<file path="config.mk">
export PLATFORM = sky130hd
export DESIGN_NAME = rob_tag_alloc_flat
export DESIGN_NICKNAME = d
export VERILOG_FILES = /design/src/rtl/rob_tag_alloc_if.sv /design/src/rtl/rob_tag_alloc.sv /design/src/flat_wrapper.sv
export SDC_FILE = /design/constraint.sdc
export NUM_CORES = 1
export LEC_CHECK = 0
export CORE_MARGIN = 1
export CORE_UTILIZATION = 45
export CTS_CLUSTER_SIZE = 10
export DETAILED_ROUTE_END_ITERATION = 10
export GPL_TIMING_DRIVEN = 0
export PLACE_DENSITY = 0.92
export SLEW_MARGIN = 20
export SYNTH_ARGS = -nofsm -noshare
export SYNTH_HDL_FRONTEND = slang
export SYNTH_SLANG_ARGS = --single-unit
</file>
<file path="constraint.sdc">
create_clock -name clk -period 3.25 [get_ports clk]
set_input_delay 0.325 -clock clk [delete_from_list [all_inputs] [get_ports clk]]
set_output_delay 0.325 -clock clk [all_outputs]
set_load 0.02 [all_outputs]
</file>
<file path="src/rtl/rob_tag_alloc_if.sv">
// Bundle between the ROB tag allocator, rename and the rename map's write/invalidate ports.
// With ROB_ALLOC_STAT_EN defined, the bundle also carries the stall_cnt statistic.
`ifndef RobDepth
`define RobDepth 8
`endif

interface rob_tag_alloc_if #(
    parameter int DEPTH = `RobDepth,
    parameter int ALLOC = 2
);
    localparam int ADDR = $clog2(DEPTH);

    logic [ALLOC-1:0]      req_;
    logic [ALLOC-1:0]      grant;
    logic [ALLOC*ADDR-1:0] tag;
    logic                  com_;
    logic                  inve_;
    logic [ADDR-1:0]       invaddr;
    logic                  flush_in_;
    logic                  flush_;
    logic                  empty;
    logic                  full;
    logic [ADDR:0]         count;
`ifdef ROB_ALLOC_STAT_EN
    logic [31:0]           stall_cnt;

    modport master (
        input  req_, com_, flush_in_,
        output grant, tag, inve_, invaddr, flush_, empty, full, count, stall_cnt
    );
    modport slave (
        output req_, com_, flush_in_,
        input  grant, tag, inve_, invaddr, flush_, empty, full, count, stall_cnt
    );
`else
    modport master (
        input  req_, com_, flush_in_,
        output grant, tag, inve_, invaddr, flush_, empty, full, count
    );
    modport slave (
        output req_, com_, flush_in_,
        input  grant, tag, inve_, invaddr, flush_, empty, full, count
    );
`endif
endinterface

</file>
<file path="src/rtl/rob_tag_alloc.sv">
// In-order ROB tag allocator/retirer: up to ALLOC tags per cycle, oldest-first retire, flush.
// Optional macro ROB_ALLOC_STAT_EN adds a saturating allocation-stall counter (stall_cnt).
`ifndef RobDepth
`define RobDepth 8
`endif

module rob_tag_alloc #(
    parameter int DEPTH = `RobDepth,
    parameter int ALLOC = 2
) (
    input  logic           clk,
    input  logic           reset_,
    rob_tag_alloc_if.master bus
);
    localparam int ADDR = $clog2(DEPTH);
    localparam int CW   = ADDR + 1;

    logic [ADDR-1:0]       head_q, head_d;
    logic [ADDR-1:0]       tail_q, tail_d;
    logic [CW-1:0]         count_q, count_d;
    logic                  flush_q;

    logic [CW-1:0]         free;
    logic [CW-1:0]         n_alloc;
    logic [ALLOC-1:0]      grant;
    logic [ALLOC*ADDR-1:0] tag;
    logic                  prev;
    logic                  retire;

    // Free slots come from the pre-update count, so a slot retired this cycle is not reusable yet.
    assign free = CW'(DEPTH) - count_q;

    // NOTE: every variable written here gets a default first so no latch is inferred.
    always_comb begin
        grant   = '0;
        prev    = 1'b1;
        n_alloc = '0;
        tag     = '0;
        for (int i = 0; i < ALLOC; i++) begin
            grant[i] = prev && !bus.req_[i] && (free > CW'(i)) && bus.flush_in_ && reset_;
            prev     = grant[i];
            n_alloc  = n_alloc + CW'(grant[i]);
            tag[i*ADDR +: ADDR] = tail_q + ADDR'(i);
        end
    end

    assign retire = !bus.com_ && (count_q != '0) && bus.flush_in_ && reset_;

    always_comb begin
        head_d  = head_q + ADDR'(retire);
        tail_d  = tail_q + n_alloc[ADDR-1:0];
        count_d = count_q + n_alloc - CW'(retire);
        if (!bus.flush_in_) begin
            head_d  = '0;
            tail_d  = '0;
            count_d = '0;
        end
    end

    // NOTE: state registers use non-blocking assignments so all flops update from pre-edge values.
    always_ff @(posedge clk) begin
        if (!reset_) begin
            head_q  <= '0;
            tail_q  <= '0;
            count_q <= '0;
            flush_q <= 1'b1;
        end else begin
            head_q  <= head_d;
            tail_q  <= tail_d;
            count_q <= count_d;
            flush_q <= bus.flush_in_;
        end
    end

    assign bus.grant   = grant;
    assign bus.tag     = tag;
    assign bus.inve_   = !retire;
    assign bus.invaddr = head_q;
    assign bus.flush_  = flush_q;
    assign bus.empty   = (count_q == '0);
    assign bus.full    = (count_q == CW'(DEPTH));
    assign bus.count   = count_q;

`ifdef ROB_ALLOC_STAT_EN
    logic [31:0] stall_q, stall_d;

    // Counts cycles where lane 0 wants a tag but cannot get one; flush cycles never count.
    always_comb begin
        stall_d = stall_q;
        if (!bus.flush_in_) begin
            stall_d = '0;
        end else if (!bus.req_[0] && !grant[0] && (stall_q != 32'hFFFF_FFFF)) begin
            stall_d = stall_q + 32'd1;
        end
    end

    always_ff @(posedge clk) begin
        if (!reset_) begin
            stall_q <= '0;
        end else begin
            stall_q <= stall_d;
        end
    end

    assign bus.stall_cnt = stall_q;
`endif
endmodule
</file>
<file path="src/flat_wrapper.sv">
// flat-port wrapper written by rule: the top's interface ports become plain ports
module rob_tag_alloc_flat 
#(
    parameter int DEPTH = `RobDepth,
    parameter int ALLOC = 2
)
  (clk, reset_, bus_req_, bus_com_, bus_flush_in_, bus_grant, bus_tag, bus_inve_, bus_invaddr, bus_flush_, bus_empty, bus_full, bus_count);
  rob_tag_alloc_if #(.DEPTH(DEPTH), .ALLOC(ALLOC)) bus_i ();
  input  logic clk;
  input  logic reset_;
  input wire logic [$bits(bus_i.req_)-1:0] bus_req_;
  input wire logic [$bits(bus_i.com_)-1:0] bus_com_;
  input wire logic [$bits(bus_i.flush_in_)-1:0] bus_flush_in_;
  output wire logic [$bits(bus_i.grant)-1:0] bus_grant;
  output wire logic [$bits(bus_i.tag)-1:0] bus_tag;
  output wire logic [$bits(bus_i.inve_)-1:0] bus_inve_;
  output wire logic [$bits(bus_i.invaddr)-1:0] bus_invaddr;
  output wire logic [$bits(bus_i.flush_)-1:0] bus_flush_;
  output wire logic [$bits(bus_i.empty)-1:0] bus_empty;
  output wire logic [$bits(bus_i.full)-1:0] bus_full;
  output wire logic [$bits(bus_i.count)-1:0] bus_count;
  assign bus_i.req_ = bus_req_;
  assign bus_i.com_ = bus_com_;
  assign bus_i.flush_in_ = bus_flush_in_;
  assign bus_grant = bus_i.grant;
  assign bus_tag = bus_i.tag;
  assign bus_inve_ = bus_i.inve_;
  assign bus_invaddr = bus_i.invaddr;
  assign bus_flush_ = bus_i.flush_;
  assign bus_empty = bus_i.empty;
  assign bus_full = bus_i.full;
  assign bus_count = bus_i.count;
  rob_tag_alloc #(.DEPTH(DEPTH), .ALLOC(ALLOC)) u_core (.clk(clk), .reset_(reset_), .bus(bus_i));
endmodule
</file>
==> flow_summary.json <==
{
  "powerDensity_mw_per_mm2": 310,
  "fin_skew_ns": 0.00275,
  "post-route-period-util_pct": 87.6,
  "antenna_found_initial": 0,
  "cts_tree": "built",
  "synth_cell_type_count": 19,
  "ys_ff_latch": 11,
  "grt_overflow_total": 0,
  "htree_num_levels": 1,
  "clock_latency_ns": 0.27,
  "drt_wl_total_um": 1330,
  "die_area_mm2": 0.00160,
  "cts-root-buf": "clkbuf_4",
  "hold_violations": 0,
  "diodes": 0,
  "setup_viol": 0,
  "irDropWorstVdd_mv": 0.297,
  "fp.coreArea_mm2": 0.00132,
  "dieHeight_um": 40.0,
  "grt_use_total_pct": 19.9,
  "wire_per_inst_um": 12.3,
  "critPathArrivalTime_ns": 3.01,
  "timing.fmax_mhz": 351,
  "drc_errors": 0,
  "final_cell_area_um2": 937,
  "first_global_vias": 519,
  "start_util_pct": 49.4,
  "row_count": 13,
  "placed_cell_area_um2": 910,
  "hp-class": "flop to flop",
  "cts_inserted_buffers": 3,
  "viasPerCell": 5.26,
  "post-route-util_pct": 71.1,
  "dr.pass1.iters": 4,
  "crit_required_ns": 3.41,
  "die_w_um": 40.0,
  "cts_resized": 0,
  "worst-slew-pin-transition_ns": 0.321,
  "port_buffers": 24,
  "whs_ns": 0.529,
  "drive_gt1_share_pct": 15.1,
  "cts_setup_buffers": 0,
  "p_leak_uw": 0.000430,
  "ys_seq_area_share_pct": 33.8,
  "fin_crit_ns": 2.85,
  "synth_warnings": 0,
  "avgSynthCellArea_um2": 10.0,
  "cts_sinks": 11,
  "cts_buffer_depth": 2,
  "tns_ns": 0,
  "cap_violations": 0,
  "clk_pin_slew_worst_paths_ns": 0.07,
  "rsz0062_at_grt": "no",
  "nNetsFinal": 114,
  "outcome": "completed",
  "ant_nets": 0,
  "netlist_area_um2": 651,
  "dpl.hpwl_um": 1060,
  "postSynthCellCount": 65,
  "slew_headroom_pct": 78.4,
  "start_kind": "primary input",
  "vias": 568,
  "path_class": "primary input to flop",
  "grt_max_degree": 10,
  "gp_congestion": 0.806,
  "ctsHoldBuffers": 0,
  "area_delta_synth_final_pct": 44.0,
  "io_pins": 25,
  "synth_fp_nets": 85,
  "critPathMaxFanout": 9,
  "grt_pass1_wl_um": 2030,
  "cp-end-kind": "flop",
  "drt-initial-drc-count": 9,
  "maxSlewViolCount": 0
}
## sequential cells by signal (all words and copies together), names as in the netlist
register	cells
u_core.bus.count	4
u_core.bus.invaddr	3
u_core.tail_q	3
u_core.bus.flush_	1
## cell usage in the layout (no fill, tap or decap), drive strengths merged, types with 2 or more instances in the layout
cell type      count
clkdlybuf4s50     24
ha                12
dfxtp             11
inv               10
and3               6
nor2               5
and2               3
xnor2              3
clkbuf             3
nand3              2
a21oi              2
fa                 2
## worst max-delay path: stages
cell,delay [ns]
clkdlybuf4s50_1,0.64
nand2_2,0.18
a311oi_2,0.33
and2_1,0.19
ha_1,0.19
inv_1,0.06
ha_1,0.27
inv_1,0.08
ha_1,0.20
a21oi_1,0.20
a21oi_1,0.11
a31o_2,0.22
## power breakdown
part	switching [µW]	internal, µW	total, µW	leakage (µW)
sequential	2.57	138	140	0.0000891
combinational	27.8	27.4	55.3	0.000324
clock	49.1	45.6	94.7	0.0000177
total	79.5	211	290	0.000430
## cell type report
| type | count | area, µm² |
|---|---|---|
| multi-input combinational | 43 | 385 |
| fill | 98 | 380 |
| timing repair buffer | 24 | 240 |
| sequential | 11 | 220 |
| inverter | 10 | 37.5 |
| clock buffer | 3 | 22.5 |
| tap | 15 | 18.8 |
| buffer | 1 | 7.51 |
| clock inverter | 1 | 5.00 |
## synthesized netlist by cell type
| cell | n | share of area, % |
|---|---|---|
| and2_1 | 3 | 2.9 |
| buf_4 | 1 | 1.2 |
| fa_1 | 2 | 6.2 |
| nand3_1 | 2 | 1.5 |
| inv_1 | 10 | 5.8 |
| and3_2 | 6 | 6.9 |
| a41oi_1 | 1 | 1.3 |
| nand2_2 | 1 | 0.96 |
| a31o_2 | 1 | 1.3 |
| xor2_1 | 1 | 1.3 |
| a311oi_2 | 1 | 2.3 |
| dfxtp_1 | 11 | 34 |
| ha_1 | 12 | 23 |
| xnor2_1 | 3 | 4.0 |
| nor2_1 | 5 | 2.9 |
| or2b_1 | 1 | 1.2 |
| or3_1 | 1 | 0.96 |
| nor3_1 | 1 | 0.77 |
| a21oi_1 | 2 | 1.5 |
## routing by layer
metal	GRT usage (%)	up-vias	part of all wire (%)
li1	-	275	-
met1	20.5	259	43
met2	36.3	29	50
met3	1.67	5	5.2
met4	15.5	0	2.1
met5	0	-	0
## worst paths after layout
kind | start | endpoint | slack (ns) | cells past startpoint
worst max-delay path | reset_ | u_core.bus.count[3]$_SDFF_PN0_ | 0.40 | 12
worst max register to register | u_core.bus.count[0]$_SDFF_PN0_ | u_core.bus.count[3]$_SDFF_PN0_ | 0.79 | 11
worst min register to register | u_core.bus.invaddr[2]$_SDFF_PN0_ | u_core.bus.invaddr[2]$_SDFF_PN0_ | 0.53 | 2
worst min-delay path | u_core.bus.invaddr[2]$_SDFF_PN0_ | u_core.bus.invaddr[2]$_SDFF_PN0_ | 0.53 | 2
## logic make-up (layout without fill, tap and decap cells)
logic type / after synthesis / count (layout) / synth area share [%]
DFF: 11 / 11 / 33.8
buffers and inverters: 11 / 39 / 6.92
xor gates and xnor gates: 4 / 4 / 5.39
AOI/OAI and AO/OA: 5 / 5 / 6.54
adders and majority gates: 14 / 14 / 29.2
and+or+nand+nor: 20 / 20 / 18.1
## stage by stage
| stage | instances | setup WS (ns) | power (µW) |
|---|---|---|---|
| finish | 108 | 0.404 | 290 |
| global route | 108 | 0.252 | 304 |
| CTS | 108 | 0.430 | 293 |
| detailed placement | 104 | 0.140 | 199 |
| global placement | 104 | 0.239 | 196 |
| floorplan | 65 | 0.632 | 171 |
No activity file was read; power rests on OpenSTA's default activity.
